File: config.mk
export PLATFORM = sky130hd
export DESIGN_NAME = arm_fetch_unit_flat
export DESIGN_NICKNAME = d
export VERILOG_FILES = /design/src/rtl/arm_fetch_unit_if.sv /design/src/rtl/arm_fetch_unit.sv /design/src/flat_wrapper.sv
export SDC_FILE = /design/constraint.sdc
export NUM_CORES = 1
export LEC_CHECK = 0
export BUFFER_PORTS_ARGS = -buffer_cell sky130_fd_sc_hd__buf_4
export CAP_MARGIN = 20
export CORE_MARGIN = 8
export CORE_UTILIZATION = 25
export CTS_BUF_LIST = sky130_fd_sc_hd__clkbuf_2 sky130_fd_sc_hd__clkbuf_4 sky130_fd_sc_hd__clkbuf_8
export CTS_CLUSTER_DIAMETER = 150
export DETAILED_ROUTE_END_ITERATION = 12
export GPL_ROUTABILITY_DRIVEN = 0
export GPL_TIMING_DRIVEN = 0
export MAX_ROUTING_LAYER = met4
export PLACE_DENSITY = 0.43
export SLEW_MARGIN = 10
export SYNTH_ARGS = -nofsm -noshare
export SYNTH_HDL_FRONTEND = slang
export SYNTH_SLANG_ARGS = --single-unit
File: constraint.sdc
create_clock -name clock -period 7.6 [get_ports clock]
set_input_delay 1.14 -clock clock [delete_from_list [all_inputs] [get_ports clock]]
set_output_delay 1.14 -clock clock [all_outputs]
set_load 0.005 [all_outputs]
File: src/rtl/arm_fetch_unit_if.sv
// arm_fetch_unit_if: fetch-unit bus bundle: memory request/response, branch redirect, decode handoff.
// Latency: none (wires only).
// Backpressure: mem_req_ready stalls requests, instr_ready stalls the decode handoff.
// Ports (master = fetch unit side):
//   mem_req_valid/mem_req_ready/mem_req_addr   fetch request channel
//   mem_rsp_valid/mem_rsp_data                 in-order read data
//   branch_valid/branch_target                 one-cycle redirect strobe
//   instr_valid/instr_ready/instr/instr_pc     decode handoff of the queue head
//   pc_next                                    instr_pc + 8 for r15
interface arm_fetch_unit_if;
  logic        mem_req_valid;
  logic        mem_req_ready;
  logic [31:0] mem_req_addr;
  logic        mem_rsp_valid;
  logic [31:0] mem_rsp_data;
  logic        branch_valid;
  logic [31:0] branch_target;
  logic        instr_valid;
  logic        instr_ready;
  logic [31:0] instr;
  logic [31:0] instr_pc;
  logic [31:0] pc_next;

  modport master (
    output mem_req_valid, mem_req_addr,
    input  mem_req_ready,
    input  mem_rsp_valid, mem_rsp_data,
    input  branch_valid, branch_target,
    output instr_valid, instr, instr_pc, pc_next,
    input  instr_ready
  );

  modport slave (
    input  mem_req_valid, mem_req_addr,
    output mem_req_ready,
    output mem_rsp_valid, mem_rsp_data,
    output branch_valid, branch_target,
    input  instr_valid, instr, instr_pc, pc_next,
    output instr_ready
  );
endinterface

File: src/rtl/arm_fetch_unit.sv
// arm_fetch_unit: word-aligned instruction fetch with in-order prefetch queue, redirect flush and drain.
// Latency: response at edge M -> instr_valid after edge M; back-to-back responses sustain 1 instr/cycle.
// Backpressure: requests only while outstanding + queued < DEPTH, so a stalled decode just holds the head.
// Ports:
//   clock    rising-edge clock
//   reset_n  asynchronous active-low reset
//   bus      arm_fetch_unit_if.master (memory request/response, branch redirect, decode handoff)
module arm_fetch_unit #(
  parameter int          DEPTH    = 4,
  parameter logic [31:0] RESET_PC = 32'h0000_0000
) (
  input  logic             clock,
  input  logic             reset_n,
  arm_fetch_unit_if.master bus
);

  localparam int PW = $clog2(DEPTH);
  localparam int CW = PW + 1;

  localparam logic [1:0] ST_IDLE  = 2'd0;
  localparam logic [1:0] ST_RUN   = 2'd1;
  localparam logic [1:0] ST_DRAIN = 2'd2;

  localparam logic [31:0]   RESET_ADDR = {RESET_PC[31:2], 2'b00};
  localparam logic [CW:0]   DEPTH_W    = DEPTH[CW:0];
  localparam logic [CW-1:0] ONE_C      = 1;
  localparam logic [PW-1:0] ONE_P      = 1;

  logic [1:0]    state_q, state_d;
  logic [31:0]   fetch_addr_q, fetch_addr_d;
  logic [CW-1:0] outstanding_q, outstanding_d;
  logic [CW-1:0] count_q, count_d;
  logic [PW-1:0] wr_ptr_q, wr_ptr_d;
  logic [PW-1:0] rd_ptr_q, rd_ptr_d;
  logic [31:0]   data_q [DEPTH];
  logic [31:0]   data_d [DEPTH];
  logic [31:0]   addr_q [DEPTH];
  logic [31:0]   addr_d [DEPTH];

  logic        redirect;
  logic        credit_ok;
  logic        req_vld;
  logic        req_hs;
  logic        instr_vld;
  logic        pop;
  logic        rsp_seen;
  logic        push;
  logic [31:0] rsp_addr;
  logic [31:0] target_aligned;

  // Redirects are only honoured once fetching has started.
  assign redirect       = bus.branch_valid && (state_q != ST_IDLE);
  assign target_aligned = bus.branch_target & 32'hFFFF_FFFC;

  // Credit check: every accepted request owns a queue slot until it is popped,
  // so a response can always be written without a full check.
  assign credit_ok = ({1'b0, outstanding_q} + {1'b0, count_q}) < DEPTH_W;
  // The redirect cycle never issues, so a handshake cannot race the new target.
  assign req_vld   = (state_q == ST_RUN) && credit_ok && !bus.branch_valid;
  assign req_hs    = req_vld && bus.mem_req_ready;

  assign instr_vld = (state_q == ST_RUN) && (count_q != '0);
  assign pop       = instr_vld && bus.instr_ready;

  assign rsp_seen  = bus.mem_rsp_valid && (state_q != ST_IDLE);
  assign push      = (state_q == ST_RUN) && bus.mem_rsp_valid && !redirect;

  // Address shadow: requests are sequential from fetch_addr and responses are in
  // order, so the oldest outstanding request sits 4*outstanding bytes behind.
  assign rsp_addr = fetch_addr_q - (32'(outstanding_q) << 2);

  assign bus.mem_req_valid = req_vld;
  assign bus.mem_req_addr  = fetch_addr_q;
  assign bus.instr_valid   = instr_vld;
  assign bus.instr         = data_q[rd_ptr_q];
  assign bus.instr_pc      = addr_q[rd_ptr_q];
  assign bus.pc_next       = addr_q[rd_ptr_q] + 32'd8;

  always_comb begin
    state_d       = state_q;
    fetch_addr_d  = fetch_addr_q;
    outstanding_d = outstanding_q;
    count_d       = count_q;
    wr_ptr_d      = wr_ptr_q;
    rd_ptr_d      = rd_ptr_q;
    data_d        = data_q;
    addr_d        = addr_q;

    if (req_hs && !rsp_seen) begin
      outstanding_d = outstanding_q + ONE_C;
    end else if (!req_hs && rsp_seen) begin
      outstanding_d = outstanding_q - ONE_C;
    end

    case (state_q)
      ST_IDLE: begin
        state_d = ST_RUN;
      end

      ST_RUN: begin
        if (redirect) begin
          // Flush: a same-cycle pop is simply consumed, a same-cycle response is dropped.
          count_d      = '0;
          wr_ptr_d     = '0;
          rd_ptr_d     = '0;
          fetch_addr_d = target_aligned;
          state_d      = (outstanding_d != '0) ? ST_DRAIN : ST_RUN;
        end else begin
          if (req_hs) begin
            fetch_addr_d = fetch_addr_q + 32'd4;
          end
          if (push) begin
            data_d[wr_ptr_q] = bus.mem_rsp_data;
            addr_d[wr_ptr_q] = rsp_addr;
            wr_ptr_d         = wr_ptr_q + ONE_P;
          end
          if (pop) begin
            rd_ptr_d = rd_ptr_q + ONE_P;
          end
          if (push && !pop) begin
            count_d = count_q + ONE_C;
          end else if (!push && pop) begin
            count_d = count_q - ONE_C;
          end
        end
      end

      ST_DRAIN: begin
        // Stale responses only decrement outstanding; a new redirect just retargets.
        if (bus.branch_valid) begin
          fetch_addr_d = target_aligned;
        end
        state_d = (outstanding_d == '0) ? ST_RUN : ST_DRAIN;
      end

      default: begin
        state_d = ST_IDLE;
      end
    endcase
  end

  always_ff @(posedge clock or negedge reset_n) begin
    if (!reset_n) begin
      state_q       <= ST_IDLE;
      fetch_addr_q  <= RESET_ADDR;
      outstanding_q <= '0;
      count_q       <= '0;
      wr_ptr_q      <= '0;
      rd_ptr_q      <= '0;
      for (int i = 0; i < DEPTH; i++) begin
        data_q[i] <= '0;
        addr_q[i] <= '0;
      end
    end else begin
      state_q       <= state_d;
      fetch_addr_q  <= fetch_addr_d;
      outstanding_q <= outstanding_d;
      count_q       <= count_d;
      wr_ptr_q      <= wr_ptr_d;
      rd_ptr_q      <= rd_ptr_d;
      data_q        <= data_d;
      addr_q        <= addr_d;
    end
  end

endmodule
File: src/flat_wrapper.sv
// flat-port wrapper written by rule: the top's interface ports become plain ports
module arm_fetch_unit_flat 
#(
  parameter int          DEPTH    = 4,
  parameter logic [31:0] RESET_PC = 32'h0000_0000
)
  (clock, reset_n, bus_mem_req_valid, bus_mem_req_addr, bus_mem_req_ready, bus_mem_rsp_valid, bus_mem_rsp_data, bus_branch_valid, bus_branch_target, bus_instr_valid, bus_instr, bus_instr_pc, bus_pc_next, bus_instr_ready);
  arm_fetch_unit_if bus_i ();
  input  logic clock;
  input  logic reset_n;
  output wire logic [$bits(bus_i.mem_req_valid)-1:0] bus_mem_req_valid;
  output wire logic [$bits(bus_i.mem_req_addr)-1:0] bus_mem_req_addr;
  input wire logic [$bits(bus_i.mem_req_ready)-1:0] bus_mem_req_ready;
  input wire logic [$bits(bus_i.mem_rsp_valid)-1:0] bus_mem_rsp_valid;
  input wire logic [$bits(bus_i.mem_rsp_data)-1:0] bus_mem_rsp_data;
  input wire logic [$bits(bus_i.branch_valid)-1:0] bus_branch_valid;
  input wire logic [$bits(bus_i.branch_target)-1:0] bus_branch_target;
  output wire logic [$bits(bus_i.instr_valid)-1:0] bus_instr_valid;
  output wire logic [$bits(bus_i.instr)-1:0] bus_instr;
  output wire logic [$bits(bus_i.instr_pc)-1:0] bus_instr_pc;
  output wire logic [$bits(bus_i.pc_next)-1:0] bus_pc_next;
  input wire logic [$bits(bus_i.instr_ready)-1:0] bus_instr_ready;
  assign bus_mem_req_valid = bus_i.mem_req_valid;
  assign bus_mem_req_addr = bus_i.mem_req_addr;
  assign bus_i.mem_req_ready = bus_mem_req_ready;
  assign bus_i.mem_rsp_valid = bus_mem_rsp_valid;
  assign bus_i.mem_rsp_data = bus_mem_rsp_data;
  assign bus_i.branch_valid = bus_branch_valid;
  assign bus_i.branch_target = bus_branch_target;
  assign bus_instr_valid = bus_i.instr_valid;
  assign bus_instr = bus_i.instr;
  assign bus_instr_pc = bus_i.instr_pc;
  assign bus_pc_next = bus_i.pc_next;
  assign bus_i.instr_ready = bus_instr_ready;
  arm_fetch_unit #(.DEPTH(DEPTH), .RESET_PC(RESET_PC)) u_core (.clock(clock), .reset_n(reset_n), .bus(bus_i));
endmodule
==> reports/results.ini <==
[power_and_ir_drop]
combPwrFrac_pct = 47.3
p_seq_share_pct = 32.3
ir_drop_mv = 0.175
p_total_mw = 8.08
power.leakage_nw = 7.88
power_density_mw_per_mm2 = 450
internal_power_mw = 4.96
clockPowerShare_pct = 20.3
switching_share_pct = 38.7
p_sw_mw = 3.13

[logic_synthesis]
yosysMostFrequentCell = dfrtp_1
synthFlopType = dfrtp_1
synth_edf_count = 0
yosysWarningCount = 0
synthTopCellsByCount = dfrtp_1, nand2_1, o21ai_0, mux2_2, clkbuf_1
synthTopCellsByArea = dfrtp_1, mux2_2, mux4_2
synthCells = 1237
syn_area_mm2 = 0.0143
yosys.area.top_type = dfrtp_1
syn_avg_cell_area_um2 = 11.5
ys_types = 55
async_flop_share_pct = 100
yosysSeqAreaShare_pct = 50.8
synth_seq_cells = 290
synth_top_area_share_pct = 50.8

[floorplanning]
io-pin-count = 200
dieArea_mm2 = 0.0650
die_w_um = 255
die_h_um = 255
initial_core_util_pct = 25.3
num_rows = 87
core_area_mm2 = 0.0564

[timing]
hold_slack_ns = 0.475
worst_pin_slew_ns = 0.982
timing_hold_violations_final = 0
fin_crit_ns = 5.14
finClkSkew_ns = 0.0534
period_share_pct = 67.7
tns_ns = 0
rsz0062_at_grt = no
slew_headroom_pct = 34.5
clock.fmax_mhz = 194
finalSetupViolCount = 0
finalMaxSlewViolations = 0

[finish]
seq_area_mm2 = 0.00726
nFillCells = 5834
area_growth_pct = 25.8
final_cells = 2293
multi_input_area_mm2 = 0.00654
drive_gt1_share_pct = 33.9
nNetsFinal = 1583

[critical_path]
worst_setup_path_start_kind = flop
critPathCaptureType = output port
reg2reg_depth = 9
path_class = flop to output port
cp_max_fo = 10
worstPathRequired_ns = 6.46
reg2reg_slack_ns = 4.42
arrival_ns = 4.00

[drt]
via_per_inst = 4.74
drt_iter0_drc = 667
antenna_left = 0
vias = 10900
post-route-drc-count = 0
drt_wl_total_um = 48500
drt-wirelength-per-cell_um = 21.1
firstDrtPassIters = 5

[grt]
grt_pass1_wl_um = 72900
antenna_found_initial = 3
gr-total-overflow = 0
grt_max_degree = 84
grt_pass1_vias = 11400
track_usage_pct = 15.1

[cts]
cts.clk_slew.worst_paths_ns = 0.06
cts_tree = done
cts_resized = 0
post_cts.repair.setup_buffers = 0
ctsHoldBuffers = 0
clk_latency_ns = 0.66
cts-root-buf = clkbuf_8
numCtsBuffers = 55
cts.sinks = 290
htree_levels = 2
clockBufferDepth = 3

[placed_design]
hpwl_um = 35100
port_buffers = 191
placed_cells = 2192

[run]
cap_violations = 0

[run_status]
outcome = finished clean

[worst_hold_path]
min_path_type = input port to asynchronous set/reset pin

## stage by stage
step	utilization [%]	cell area [um2]	setup slack [ns]
4_1_cts	31.8	17900	2.31
6_report	31.8	18000	2.46
3_5_place_dp	29.7	16800	3.03
5_1_grt	31.8	18000	2.17
3_3_place_gp	29.6	16700	2.64
2_1_floorplan	-	14300	4.09
## worst paths after layout
kind	startpoint	to
worst min register to register	u_core.addr_q[47]$_DFFE_PN0P_	u_core.addr_q[47]$_DFFE_PN0P_
max in group asynchronous	reset_n	u_core.data_q[3]$_DFFE_PN0P_
worst min-delay path	reset_n	u_core.addr_q[82]$_DFFE_PN0P_
worst max register to register	u_core.state_q[1]$_DFFE_PN0N_	u_core.data_q[4]$_DFFE_PN0P_
min in group clock	u_core.addr_q[47]$_DFFE_PN0P_	u_core.addr_q[47]$_DFFE_PN0P_
worst max-delay path	u_core.rd_ptr_q[1]$_DFFE_PN0P_	bus_pc_next[27]
## cells in the final DEF, fill, tap and decap left out, types with 12 or more instances in the layout
cell type | synthesis | routed
a21oi_1 | 45 | 45
and3_1 | 13 | 13
buf_4 | 10 | 200
clkbuf_1 | 66 | 66
clkbuf_4 | 0 | 22
clkbuf_8 | 2 | 74
dfrtp_1 | 290 | 290
ha_1 | 18 | 18
inv_1 | 17 | 17
mux2_2 | 133 | 133
mux4_2 | 62 | 62
nand2_1 | 173 | 173
nand3_1 | 31 | 31
nand4_1 | 15 | 15
nor2_1 | 30 | 30
nor3_1 | 15 | 15
o21ai_0 | 150 | 150
o22ai_1 | 12 | 12
xnor2_1 | 49 | 49
## power groups by stage
stage / Sequential [mW] / Combinational [mW] / Clock (mW)
floorplan: 2.47 / 2.20 / 0
global placement: 2.62 / 3.86 / 0
detailed placement: 2.64 / 3.89 / 0
CTS: 2.61 / 3.90 / 1.70
global route: 2.69 / 4.19 / 1.77
finish: 2.61 / 3.82 / 1.64
## worst max-delay path: stages, from the launching register on
cell and delay, ns:
dfrtp_1 0.32, buf_2 0.25, buf_1 0.72, mux4_2 0.51, ha_1 0.27, and3_1 0.17, clkbuf_1 0.39, nand3_1 0.25
nor2_1 0.18, xor2_1 0.17, buf_4 0.13
## cell families (layout without fill, tap and decap cells)
family | Yosys count | in the layout | synth area share [%]
buf+inv | 109 | 401 | 3.46
xor+xnor | 59 | 59 | 3.62
simple gates | 322 | 322 | 10.5
compound gates | 240 | 240 | 9.34
mux | 196 | 196 | 20.3
flops | 290 | 290 | 50.8
fa+ha+maj | 20 | 20 | 1.86
other cells | 1 | 9 | 0.0263
## layout make-up
type	count	area share, %
Sequential cell	290	40.4
Multi-Input combinational cell	843	36.4
Timing Repair Buffer	194	8.49
Clock buffer	94	6.44
Tap cell	756	5.27
Buffer	92	2.40
Inverter	17	0.355
Clock inverter	4	0.146
Antenna cell	3	0.0418
## layer usage
metal  GRT usage, %  vias to the layer above  routed length [um]
met3           3.77                       77                3310
met2           24.2                      291               23100
met4           4.22                        0                 996
met1           18.8                     5540               21100
met5              -                        -                   0
li1               -                     4957                   -
## state kept, by name, indices dropped and copies added (netlist names)
signal                   flops
u_core.count_q               3
u_core.state_q               2
u_core.wr_ptr_q              2
u_core.addr_q              120
u_core.bus.mem_req_addr     30
u_core.outstanding_q         3
u_core.data_q              128
u_core.rd_ptr_q              2
No activity file was read; power rests on OpenSTA's default activity.
